## config.mk

```make
export PLATFORM = sky130hd
export DESIGN_NAME = huffman_param_encoder
export DESIGN_NICKNAME = d
export VERILOG_FILES = /design/src/rtl/huffman_param_encoder.sv
export SDC_FILE = /design/constraint.sdc
export NUM_CORES = 1
export LEC_CHECK = 0
export BUFFER_PORTS_ARGS = -buffer_cell sky130_fd_sc_hd__clkbuf_2
export CAP_MARGIN = 5
export CORE_ASPECT_RATIO = 1.25
export CORE_MARGIN = 5
export CORE_UTILIZATION = 60
export CTS_CLUSTER_DIAMETER = 50
export DETAILED_ROUTE_END_ITERATION = 6
export GPL_TIMING_DRIVEN = 0
export PLACE_DENSITY = 0.91
export SYNTH_ARGS = -nofsm -noshare
export SYNTH_HDL_FRONTEND = slang
export SYNTH_SLANG_ARGS = --single-unit
```

## constraint.sdc

```tcl
create_clock -name clk -period 39 [get_ports clk]
set_input_delay 3.9 -clock clk [delete_from_list [all_inputs] [get_ports clk]]
set_output_delay 3.9 -clock clk [all_outputs]
set_load 0.005 [all_outputs]
```

## src/rtl/huffman_param_encoder.sv

```systemverilog
// Parametrised Huffman encoder: histograms symbols 1..NSYM, then merges one node
// pair per clock to build right-aligned codes and masks, held until code_ack.
module huffman_param_encoder #(
    parameter int NSYM   = 6,
    parameter int SYM_W  = 8,
    parameter int CNT_W  = 8,
    parameter int CODE_W = 8
) (
    input  logic                   clk,
    input  logic                   reset,
    input  logic                   gray_valid,
    input  logic [SYM_W-1:0]       gray_data,
    output logic                   cnt_valid,
    output logic [NSYM*CNT_W-1:0]  cnt_flat,
    output logic                   cnt_sat,
    output logic                   code_valid,
    input  logic                   code_ack,
    output logic [NSYM*CODE_W-1:0] hc_flat,
    output logic [NSYM*CODE_W-1:0] m_flat,
    output logic                   busy
);

    // Merged weights need clog2(NSYM) extra bits so the root sum never wraps.
    localparam int WW    = CNT_W + $clog2(NSYM);
    localparam int IDX_W = $clog2(NSYM);
    localparam int NUM_W = $clog2(NSYM + 1);
    localparam logic [CNT_W-1:0] CNT_MAX = '1;

    typedef enum logic [2:0] {IDLE, RECV, CNT_OUT, BUILD, DONE} state_t;
    state_t state, state_next;

    logic [CNT_W-1:0]  cnt     [NSYM];
    logic [NSYM-1:0]   active;
    logic [WW-1:0]     weight  [NSYM];
    logic [NUM_W-1:0]  tag     [NSYM];
    logic [NSYM-1:0]   members [NSYM];
    logic [CODE_W-1:0] hc      [NSYM];
    logic [CODE_W-1:0] m       [NSYM];

    logic [NSYM-1:0]  hit;
    logic [NSYM-1:0]  nonzero;
    logic [NUM_W-1:0] nz_num;
    logic [NUM_W-1:0] act_num;
    logic [IDX_W-1:0] lo_idx, hi_idx, keep_idx, drop_idx;
    logic             lo_ok, hi_ok;
    logic [WW-1:0]    sum_w;
    logic [NUM_W-1:0] min_tag;
    logic [NSYM-1:0]  lo_mem, hi_mem;

    // Lighter weight is smaller; on equal weight the higher tag counts as smaller.
    function automatic logic smaller(input logic [WW-1:0] wa, input logic [NUM_W-1:0] ta,
                                     input logic [WW-1:0] wb, input logic [NUM_W-1:0] tb);
        return (wa < wb) || ((wa == wb) && (ta > tb));
    endfunction

    always_comb begin
        hit     = '0;
        nonzero = '0;
        nz_num  = '0;
        for (int i = 0; i < NSYM; i++) begin
            hit[i]     = gray_valid && (gray_data == SYM_W'(i + 1));
            nonzero[i] = (cnt[i] != '0);
            if (nonzero[i]) nz_num = nz_num + NUM_W'(1);
        end
    end

    always_comb begin
        lo_idx  = '0;
        hi_idx  = '0;
        lo_ok   = 1'b0;
        hi_ok   = 1'b0;
        act_num = '0;
        for (int i = 0; i < NSYM; i++) begin
            if (active[i]) begin
                act_num = act_num + NUM_W'(1);
                if (!lo_ok || smaller(weight[i], tag[i], weight[lo_idx], tag[lo_idx])) begin
                    hi_idx = lo_idx;
                    hi_ok  = lo_ok;
                    lo_idx = IDX_W'(i);
                    lo_ok  = 1'b1;
                end else if (!hi_ok || smaller(weight[i], tag[i], weight[hi_idx], tag[hi_idx])) begin
                    hi_idx = IDX_W'(i);
                    hi_ok  = 1'b1;
                end
            end
        end
        keep_idx = (lo_idx < hi_idx) ? lo_idx : hi_idx;
        drop_idx = (lo_idx < hi_idx) ? hi_idx : lo_idx;
    end

    assign sum_w   = weight[lo_idx] + weight[hi_idx];
    assign min_tag = (tag[lo_idx] < tag[hi_idx]) ? tag[lo_idx] : tag[hi_idx];
    assign lo_mem  = members[lo_idx];
    assign hi_mem  = members[hi_idx];

    always_comb begin
        state_next = state;
        cnt_valid  = 1'b0;
        code_valid = 1'b0;
        busy       = (state != IDLE);
        case (state)
            IDLE:    if (gray_valid) state_next = RECV;
            RECV:    if (!gray_valid) state_next = CNT_OUT;
            CNT_OUT: begin
                cnt_valid  = 1'b1;
                state_next = (nz_num >= NUM_W'(2)) ? BUILD : DONE;
            end
            BUILD:   if (act_num <= NUM_W'(2)) state_next = DONE;
            DONE: begin
                code_valid = 1'b1;
                if (code_ack) state_next = IDLE;
            end
            default: state_next = IDLE;
        endcase
    end

    always_ff @(posedge clk) begin
        if (reset) state <= IDLE;
        else       state <= state_next;
    end

    always_ff @(posedge clk) begin
        if (reset) begin
            cnt_sat <= 1'b0;
            active  <= '0;
            for (int i = 0; i < NSYM; i++) begin
                cnt[i]     <= '0;
                weight[i]  <= '0;
                tag[i]     <= '0;
                members[i] <= '0;
                hc[i]      <= '0;
                m[i]       <= '0;
            end
        end else begin
            case (state)
                IDLE: if (gray_valid) begin
                    cnt_sat <= 1'b0;
                    for (int i = 0; i < NSYM; i++) cnt[i] <= hit[i] ? CNT_W'(1) : '0;
                end
                RECV: for (int i = 0; i < NSYM; i++) begin
                    if (hit[i]) begin
                        if (cnt[i] != CNT_MAX) cnt[i] <= cnt[i] + CNT_W'(1);
                        if (cnt[i] >= CNT_MAX - CNT_W'(1)) cnt_sat <= 1'b1;
                    end
                end
                // A lone symbol still needs a 1-bit code, hence mask 1 when k==1.
                CNT_OUT: begin
                    active <= nonzero;
                    for (int i = 0; i < NSYM; i++) begin
                        weight[i]  <= WW'(cnt[i]);
                        tag[i]     <= NUM_W'(i + 1);
                        members[i] <= NSYM'(1) << i;
                        hc[i]      <= '0;
                        m[i]       <= (nonzero[i] && nz_num == NUM_W'(1)) ? CODE_W'(1) : '0;
                    end
                end
                // Masks are always low-len ones, so m+1 is exactly 1<<len.
                BUILD: if (lo_ok && hi_ok) begin
                    weight[keep_idx]  <= sum_w;
                    tag[keep_idx]     <= min_tag;
                    members[keep_idx] <= lo_mem | hi_mem;
                    active[drop_idx]  <= 1'b0;
                    for (int j = 0; j < NSYM; j++) begin
                        if (lo_mem[j]) begin
                            hc[j] <= hc[j] | (m[j] + CODE_W'(1));
                            m[j]  <= (m[j] << 1) | CODE_W'(1);
                        end else if (hi_mem[j]) begin
                            m[j]  <= (m[j] << 1) | CODE_W'(1);
                        end
                    end
                end
                default: ;
            endcase
        end
    end

    always_comb begin
        cnt_flat = '0;
        hc_flat  = '0;
        m_flat   = '0;
        for (int i = 0; i < NSYM; i++) begin
            cnt_flat[i*CNT_W +: CNT_W]  = cnt[i];
            hc_flat[i*CODE_W +: CODE_W] = hc[i];
            m_flat[i*CODE_W +: CODE_W]  = m[i];
        end
    end

endmodule

```

=== Yosys cells after proc, flatten, opt, wreduce, memory -nomap -nowiden ===
Memory sizes are Yosys's and may differ from the RTL's.
Cells that the tools add are included.

* Add/subtract/negate cells: 23
* Multiply operators: 0
* Divide/modulo/power cells: 0
* Magnitude comparators: 30
* Equal/unequal tests: 31
* Shifts and indexed selects: 0
* Muxes and demuxes: 281
* Bitwise logic cells: 69
* Reduce and logical (&&, ||, !) cells: 66

{| class="wikitable"
|+ Operators with widths
! cell !! number
|-
| 8-bit two-way mux || 42
|-
| 1-bit two-way mux || 170
|-
| 3-bit two-way mux || 50
|-
| 11-bit == test || 9
|-
| 11-bit less-than comparator || 9
|-
| 8-bit by 1-bit adder with 8-bit output (second input constant) || 12
|-
| 11-bit two-way mux || 7
|-
| 1-bit bitwise OR || 60
|-
| 8-bit greater-or-equal comparator (second input constant) || 6
|-
| 6-bit two-way mux || 8
|-
| 8-bit inequality test (second input constant) || 6
|-
| 8-bit bitwise OR || 6
|-
| 8-bit nonzero test || 6
|-
| 3-bit by 1-bit adder with 3-bit output (second input constant) || 10
|-
| 3-bit greater-than comparator || 9
|-
| 8-bit by 3-bit == test with 1-bit output (second input constant) || 3
|-
| 1-bit logical AND || 23
|-
| 1-bit logical OR || 18
|-
| 8-bit by 2-bit == test with 1-bit output (second input constant) || 2
|-
| 3-bit one-hot mux with 5 select lines || 1
|-
| 6-bit one-hot mux with 2 select lines || 1
|-
| 11-bit adder || 1
|-
| 11-bit OR reduction || 1
|-
| 2-bit inequality test (second input constant) || 5
|-
| 22 further kinds || 35
|}

* Flip-flop bits (word level): 10
* Bits in latches: 0
* RAM bits: 264
* ROM bits: 0
* Input bits: 12
* Output and inout port bits: 148
* Word-level logic and storage cells: 509
* Memories kept: 6

{| class="wikitable"
|+ Memory list
! memory !! words !! width !! read ports !! clocked after Yosys merged registers in !! wr ports !! line !! text
|-
| weight || 6 || 11 || 16 || 0 || 6 || 34 || <nowiki>logic [WW-1:0] weight [NSYM];</nowiki>
|-
| cnt || 6 || 8 || 6 || 0 || 6 || 32 || <nowiki>logic [CNT_W-1:0] cnt [NSYM];</nowiki>
|-
| hc || 6 || 8 || 6 || 0 || 6 || 37 || <nowiki>logic [CODE_W-1:0] hc [NSYM];</nowiki>
|-
| m || 6 || 8 || 6 || 0 || 6 || 38 || <nowiki>logic [CODE_W-1:0] m [NSYM];</nowiki>
|-
| members || 6 || 6 || 2 || 0 || 6 || 36 || <nowiki>logic [NSYM-1:0] members [NSYM];</nowiki>
|-
| tag || 6 || 3 || 16 || 0 || 6 || 35 || <nowiki>logic [NUM_W-1:0] tag [NSYM];</nowiki>
|}

=== Longest topological paths before layout ===
An unclocked memory read counts as a cell.

* Depth in word-level cells: 49
* Mapped depth: 75
* Depth with buffers taken out: 68

=== Worst setup path after synthesis ===
Ideal clock, no wire load.

* Kind: register to register
* Start: memory weight[1][10] (netlist bit)
* End: memory weight[1][10] (netlist bit), data pin
* Setup time: 0.132 ns
* Arrival time: 14.349 ns
* Data required time: 38.868 ns
* Setup slack: 24.519 ns
* Stages on the path, launching flop included: 69
* Buffers on the path: 10
* Period minus slack after synthesis: 14.481 ns
* Cell sequence: edfxtp_1 ha_1 nand4_1 a211oi_2 a2111oi_2 o31ai_4 clkbuf_1 mux2i_1 ha_1 nand4_1 a211oi_2 a2111oi_2 o31ai_1 clkbuf_1 clkbuf_1 clkbuf_1 o21ai_0 ha_1 [... 33 more ...] o211ai_1 a21oi_1 a31oi_1 ha_1 inv_1 fa_1 nor2b_1 o21ai_0 a21boi_0 o21ai_0 a21boi_0 o21ai_0 nand2b_1 a21o_1 a21oi_1 xnor2_1 xor2_1 and2_1

{| class="wikitable"
|+ RTL lines
! what !! line
|-
| start, declared || 34
|}

==> flow_summary_export.csv <==
group,metric,value,unit
status,violated_checks,"design-rule violations",
min_path,min-delay-start,"cnt_sat",
worst_setup_path,ff2ff_path_depth,69,
final_layout,nets,2569,
timing,final_max_slew_viol_count,0,
synth,post_synth_inst_count,2193,
floorplan,design.die.area,38200,sq um
worst_setup_path,crit_path_max_incr_delay,0.84,ns
placement,dpl-instance-area,22000,sq um
worst_setup_path,crit_top_cell,"sky130_fd_sc_hd__clkbuf_1",
synth,synth_cell_area,20600,sq um
min_path,whs_path_depth,2,
final_layout,sequential_cell_area,8160,sq um
synth,ys_dominant_reg_cell,"sky130_fd_sc_hd__edfxtp_1",
clock_network,worstSkewPairLatency,0.56,ns
timing,final.setup_skew,0.0332,ns
timing,rsz0062_at_grt,"false",
placement,numPortBuffers,157,
route,dr.pass1.iters,7,
synth,synth_enable_flop_cells,265,
clock_network,ctsResizeCount,0,
timing,finalSetupTns,0,ns
worst_setup_path,cp_data_arrival_time,21.58,ns
synth,ys_warn_count,0,
synth,synthesized_nets,2384,
route,detailedRoute.firstIterationViolations,2290,
synth,synth_top_cells_by_area,"sky130_fd_sc_hd__edfxtp_1, sky130_fd_sc_hd__ha_1, sky130_fd_sc_hd__nor2_1, sky130_fd_sc_hd__mux2i_1, sky130_fd_sc_hd__nand2_1",
min_path,worst_hold_path_type,"flip-flop to flip-flop",
timing,final_hold_viol_count,0,
min_path,holdPathEnd,"cnt_sat",
final_layout,drive_gt1_share,13.4,%
floorplan,floorplan.die.width,176,microns
timing,final_critical_path_setup_slack,17.82,ns
timing,worstMarginPinSlew,1.17,ns
placement,place_worst_setup_slack,18.94,ns
floorplan,dieHeight,217,microns
final_layout,filler_cell_count,2618,
route,detailed_route_drc_error_count,1,
worst_setup_path,path_delay_family,"compound AO/OA/AOI/OAI gates",
route,route.final.wire_length,68800,microns
clock_network,clk_path_buf_depth,3,
final_layout,design_area,22700,sq um
final_layout,area_growth,10.1,%
clock_network,clkSlewWorstSetupHoldPaths,0.06,ns
final_layout,layout.core_utilization,66.3,%
clock_network,ctsHtreeMaxLevel,1,
route,detail_route.vias_per_cell,6.70,
grt,global_route_wire_length_before_repair,104000,microns
grt,grt.met3_usage,5.47,%
synth,synth.top_cell.area_share,38.6,%
synth,synth-async-reset-ratio,0,%
worst_setup_path,timing.critical_path.slowest_stage_cell,"sky130_fd_sc_hd__o31ai_1",
route,wl_per_cell,24.3,microns
run,max_cap_violations,0,
route,vias,18918,
floorplan,boundaryPins,160,
final_layout,insertedDiodeCount,0,
worst_setup_path,cp-end-kind,"flip-flop",
timing,max_clock_freq,47.2,MHz
floorplan,floorplan.rows,76,
worst_setup_path,setup_slack_of_the_worst_register_to_register_path,17.82,ns
final_layout,multi_input_area,11700,sq um
grt,grt_use_total,34.9,%
worst_setup_path,r2r-end,"weight[4][10]",
grt,grt_start_max_net_pins,21,
worst_setup_path,reg2reg_from,"weight[0][4]",
timing,finalSetupViolCount,0,
worst_setup_path,cp.buffers_inverters,12,
placement,finalWeightedCongestion,1.04,
synth,synth.largest_area_cell,"sky130_fd_sc_hd__edfxtp_1",
timing,final_cycle_share,54.3,%
floorplan,placeableCoreArea,34200,sq um
status,outcome,"finished with violations",
worst_setup_path,setup.worst_path.class,"flip-flop to flip-flop",
grt,globalRoute.totalOverflow,0,
route,route.antenna.remaining_nets,0,
clock_network,cts_setup_buffers,0,
clock_network,numClockSinks,275,
floorplan,start_util,60.2,%
synth,synth_cell_types,92,
clock_network,clockRootBuffer,"sky130_fd_sc_hd__clkbuf_16",
power,static-leakage-power,9.39,nW
power,pwr_density_cell,95.5,nW/um^2
timing,final.min_clock_period,21.18,ns
timing,timing.slew.headroom,21.3,%
clock_network,tritoncts,"built",
timing,fin_worst_hold_slack,0.447,ns
placement,hpwl,52700,microns
grt,via_count_of_the_first_global_routing_pass,18320,
clock_network,tritoncts.num_buffers,25,
power,vdd.ir_drop.worst,54.5,uV
grt,grtUsageMet1,42.8,%
synth,number_of_synthesized_register_bits,275,
worst_setup_path,timing.critical_path.fanout_max,10,
grt,number_of_antenna_violations_at_the_first_check_in_global_routing,1,
synth,synth_sequential_area_ratio,39.6,%
grt,grt-busiest-layer,"met2",
clock_network,post_cts_hold_buffer_count,0,
worst_setup_path,worst_ep_required_time,39.40,ns
synth,post_synth.cell_area_avg,9.40,sq um
grt,grt_use_met2,57.7,%
worst_setup_path,worstSetupStartpointType,"flip-flop",
## sequential cells by signal (all words and copies together), names as in the netlist
register  flops
active        6
cnt          48
cnt_sat       1
hc           48
m            48
members      36
state         3
tag          18
weight       67
## cell type report
class	count	share of cell area, %
plain buffers	97	1.91
repair buffers	158	3.50
inverters	98	1.62
multi-input cells	1723	51.4
clock buffers	34	2.91
well taps	429	2.37
clock inverters	11	0.314
flip-flops and latches	275	36.0
## worst register-to-register path, delay by kind of cell (launching register included)
| family | cells | cell delay [ns] |
|---|---|---|
| compound gates | 31 | 8.26 |
| xor+xnor | 2 | 0.62 |
| fa+ha+maj | 7 | 2.29 |
| buf+inv | 12 | 4.88 |
| flops | 1 | 0.60 |
| mux | 2 | 0.50 |
| simple gates | 15 | 3.89 |
## Yosys cell counts (7+ instances only)
library cell               count
sky130_fd_sc_hd__a211oi_1     38
sky130_fd_sc_hd__nor2b_1      16
sky130_fd_sc_hd__nand2b_1     11
sky130_fd_sc_hd__o22ai_1      12
sky130_fd_sc_hd__buf_1         7
sky130_fd_sc_hd__o21ai_0     139
sky130_fd_sc_hd__a21oi_1     132
sky130_fd_sc_hd__mux2i_1     102
sky130_fd_sc_hd__xnor2_1      54
sky130_fd_sc_hd__nor4_1       10
sky130_fd_sc_hd__and3_1       12
sky130_fd_sc_hd__a22o_1       33
sky130_fd_sc_hd__inv_1        94
sky130_fd_sc_hd__dfxtp_1      10
sky130_fd_sc_hd__nand2_1     210
sky130_fd_sc_hd__xor2_1       35
sky130_fd_sc_hd__nand3_1      71
sky130_fd_sc_hd__nor2_1      312
sky130_fd_sc_hd__and2_1       58
sky130_fd_sc_hd__a311oi_1     10
sky130_fd_sc_hd__nand3b_1      8
sky130_fd_sc_hd__a31oi_1      15
sky130_fd_sc_hd__o211ai_1     22
sky130_fd_sc_hd__buf_2        20
sky130_fd_sc_hd__mux2_2       26
sky130_fd_sc_hd__o21ai_1      21
sky130_fd_sc_hd__edfxtp_1    265
sky130_fd_sc_hd__nand4_1      31
sky130_fd_sc_hd__ha_1        178
sky130_fd_sc_hd__clkbuf_1     62
sky130_fd_sc_hd__nor3_1       19
sky130_fd_sc_hd__nor3_4        7
sky130_fd_sc_hd__a21o_1       13
## routing by layer
metal	share of wire (%)	wire, microns	vias to the layer above
met5	0	0	-
met2	47	32600	1384
met3	10	6950	358
met4	7.4	5090	0
met1	35	24100	8811
li1	-	-	8365
## placed cells by master (no fill, tap or decap), types with 12 or more instances in the layout
master                        n
sky130_fd_sc_hd__mux2_2      26
sky130_fd_sc_hd__nand2_1    210
sky130_fd_sc_hd__inv_1       94
sky130_fd_sc_hd__a21oi_1    132
sky130_fd_sc_hd__clkbuf_1    71
sky130_fd_sc_hd__clkbuf_2   157
sky130_fd_sc_hd__buf_2       20
sky130_fd_sc_hd__o211ai_1    22
sky130_fd_sc_hd__nor3_1      19
sky130_fd_sc_hd__nor2b_1     16
sky130_fd_sc_hd__nand3_1     71
sky130_fd_sc_hd__mux2i_1    102
sky130_fd_sc_hd__o22ai_1     12
sky130_fd_sc_hd__a21o_1      13
sky130_fd_sc_hd__xor2_1      35
sky130_fd_sc_hd__a22o_1      33
sky130_fd_sc_hd__edfxtp_1   265
sky130_fd_sc_hd__ha_1       178
sky130_fd_sc_hd__nor2_1     312
sky130_fd_sc_hd__o21ai_0    139
sky130_fd_sc_hd__and2_1      58
sky130_fd_sc_hd__nand4_1     31
sky130_fd_sc_hd__o21ai_1     21
sky130_fd_sc_hd__and3_1      12
sky130_fd_sc_hd__clkbuf_16   25
sky130_fd_sc_hd__a31oi_1     15
sky130_fd_sc_hd__xnor2_1     54
sky130_fd_sc_hd__a211oi_1    38
## worst max path at each step
stage / cells past startpoint / slack (ns) / end / startpoint
floorplan: 68 / 24.52 / weight[1][10] / weight[1][10]
global placement: 69 / 19.37 / weight[5][10] / weight[0][4]
finish: 69 / 17.82 / weight[4][10] / weight[0][4]
global route: 70 / 17.40 / weight[5][10] / weight[0][4]
detailed placement: 69 / 18.94 / weight[4][10] / weight[0][4]
CTS: 70 / 18.78 / weight[4][10] / weight[0][4]
## logic make-up (layout without fill, tap and decap cells)
group,after synthesis,in the layout,share of synthesized area (%)
XOR/XNOR,89,89,3.78
buffers and inverters,195,398,3.89
AO/OA/AOI/OAI,513,513,16.7
flip-flops,275,275,39.6
adder cells (fa/ha/maj),179,179,10.9
multiplexers,133,133,6.73
AND/OR/NAND/NOR,809,809,18.5
## where the power goes
group	switching [mW]	internal, mW
clock network	0.111	0.120
logic	0.945	0.496
registers	0.0936	0.401
total	1.15	1.02
## stage by stage
step / instances / power [mW]
after floorplan: 2193 / 1.45
after global placement: 2779 / 1.82
after detailed placement: 2780 / 1.87
after CTS: 2825 / 2.11
after global routing: 2825 / 2.29
final: 2825 / 2.17
Note: power is estimated with default switching activity, not from simulation.
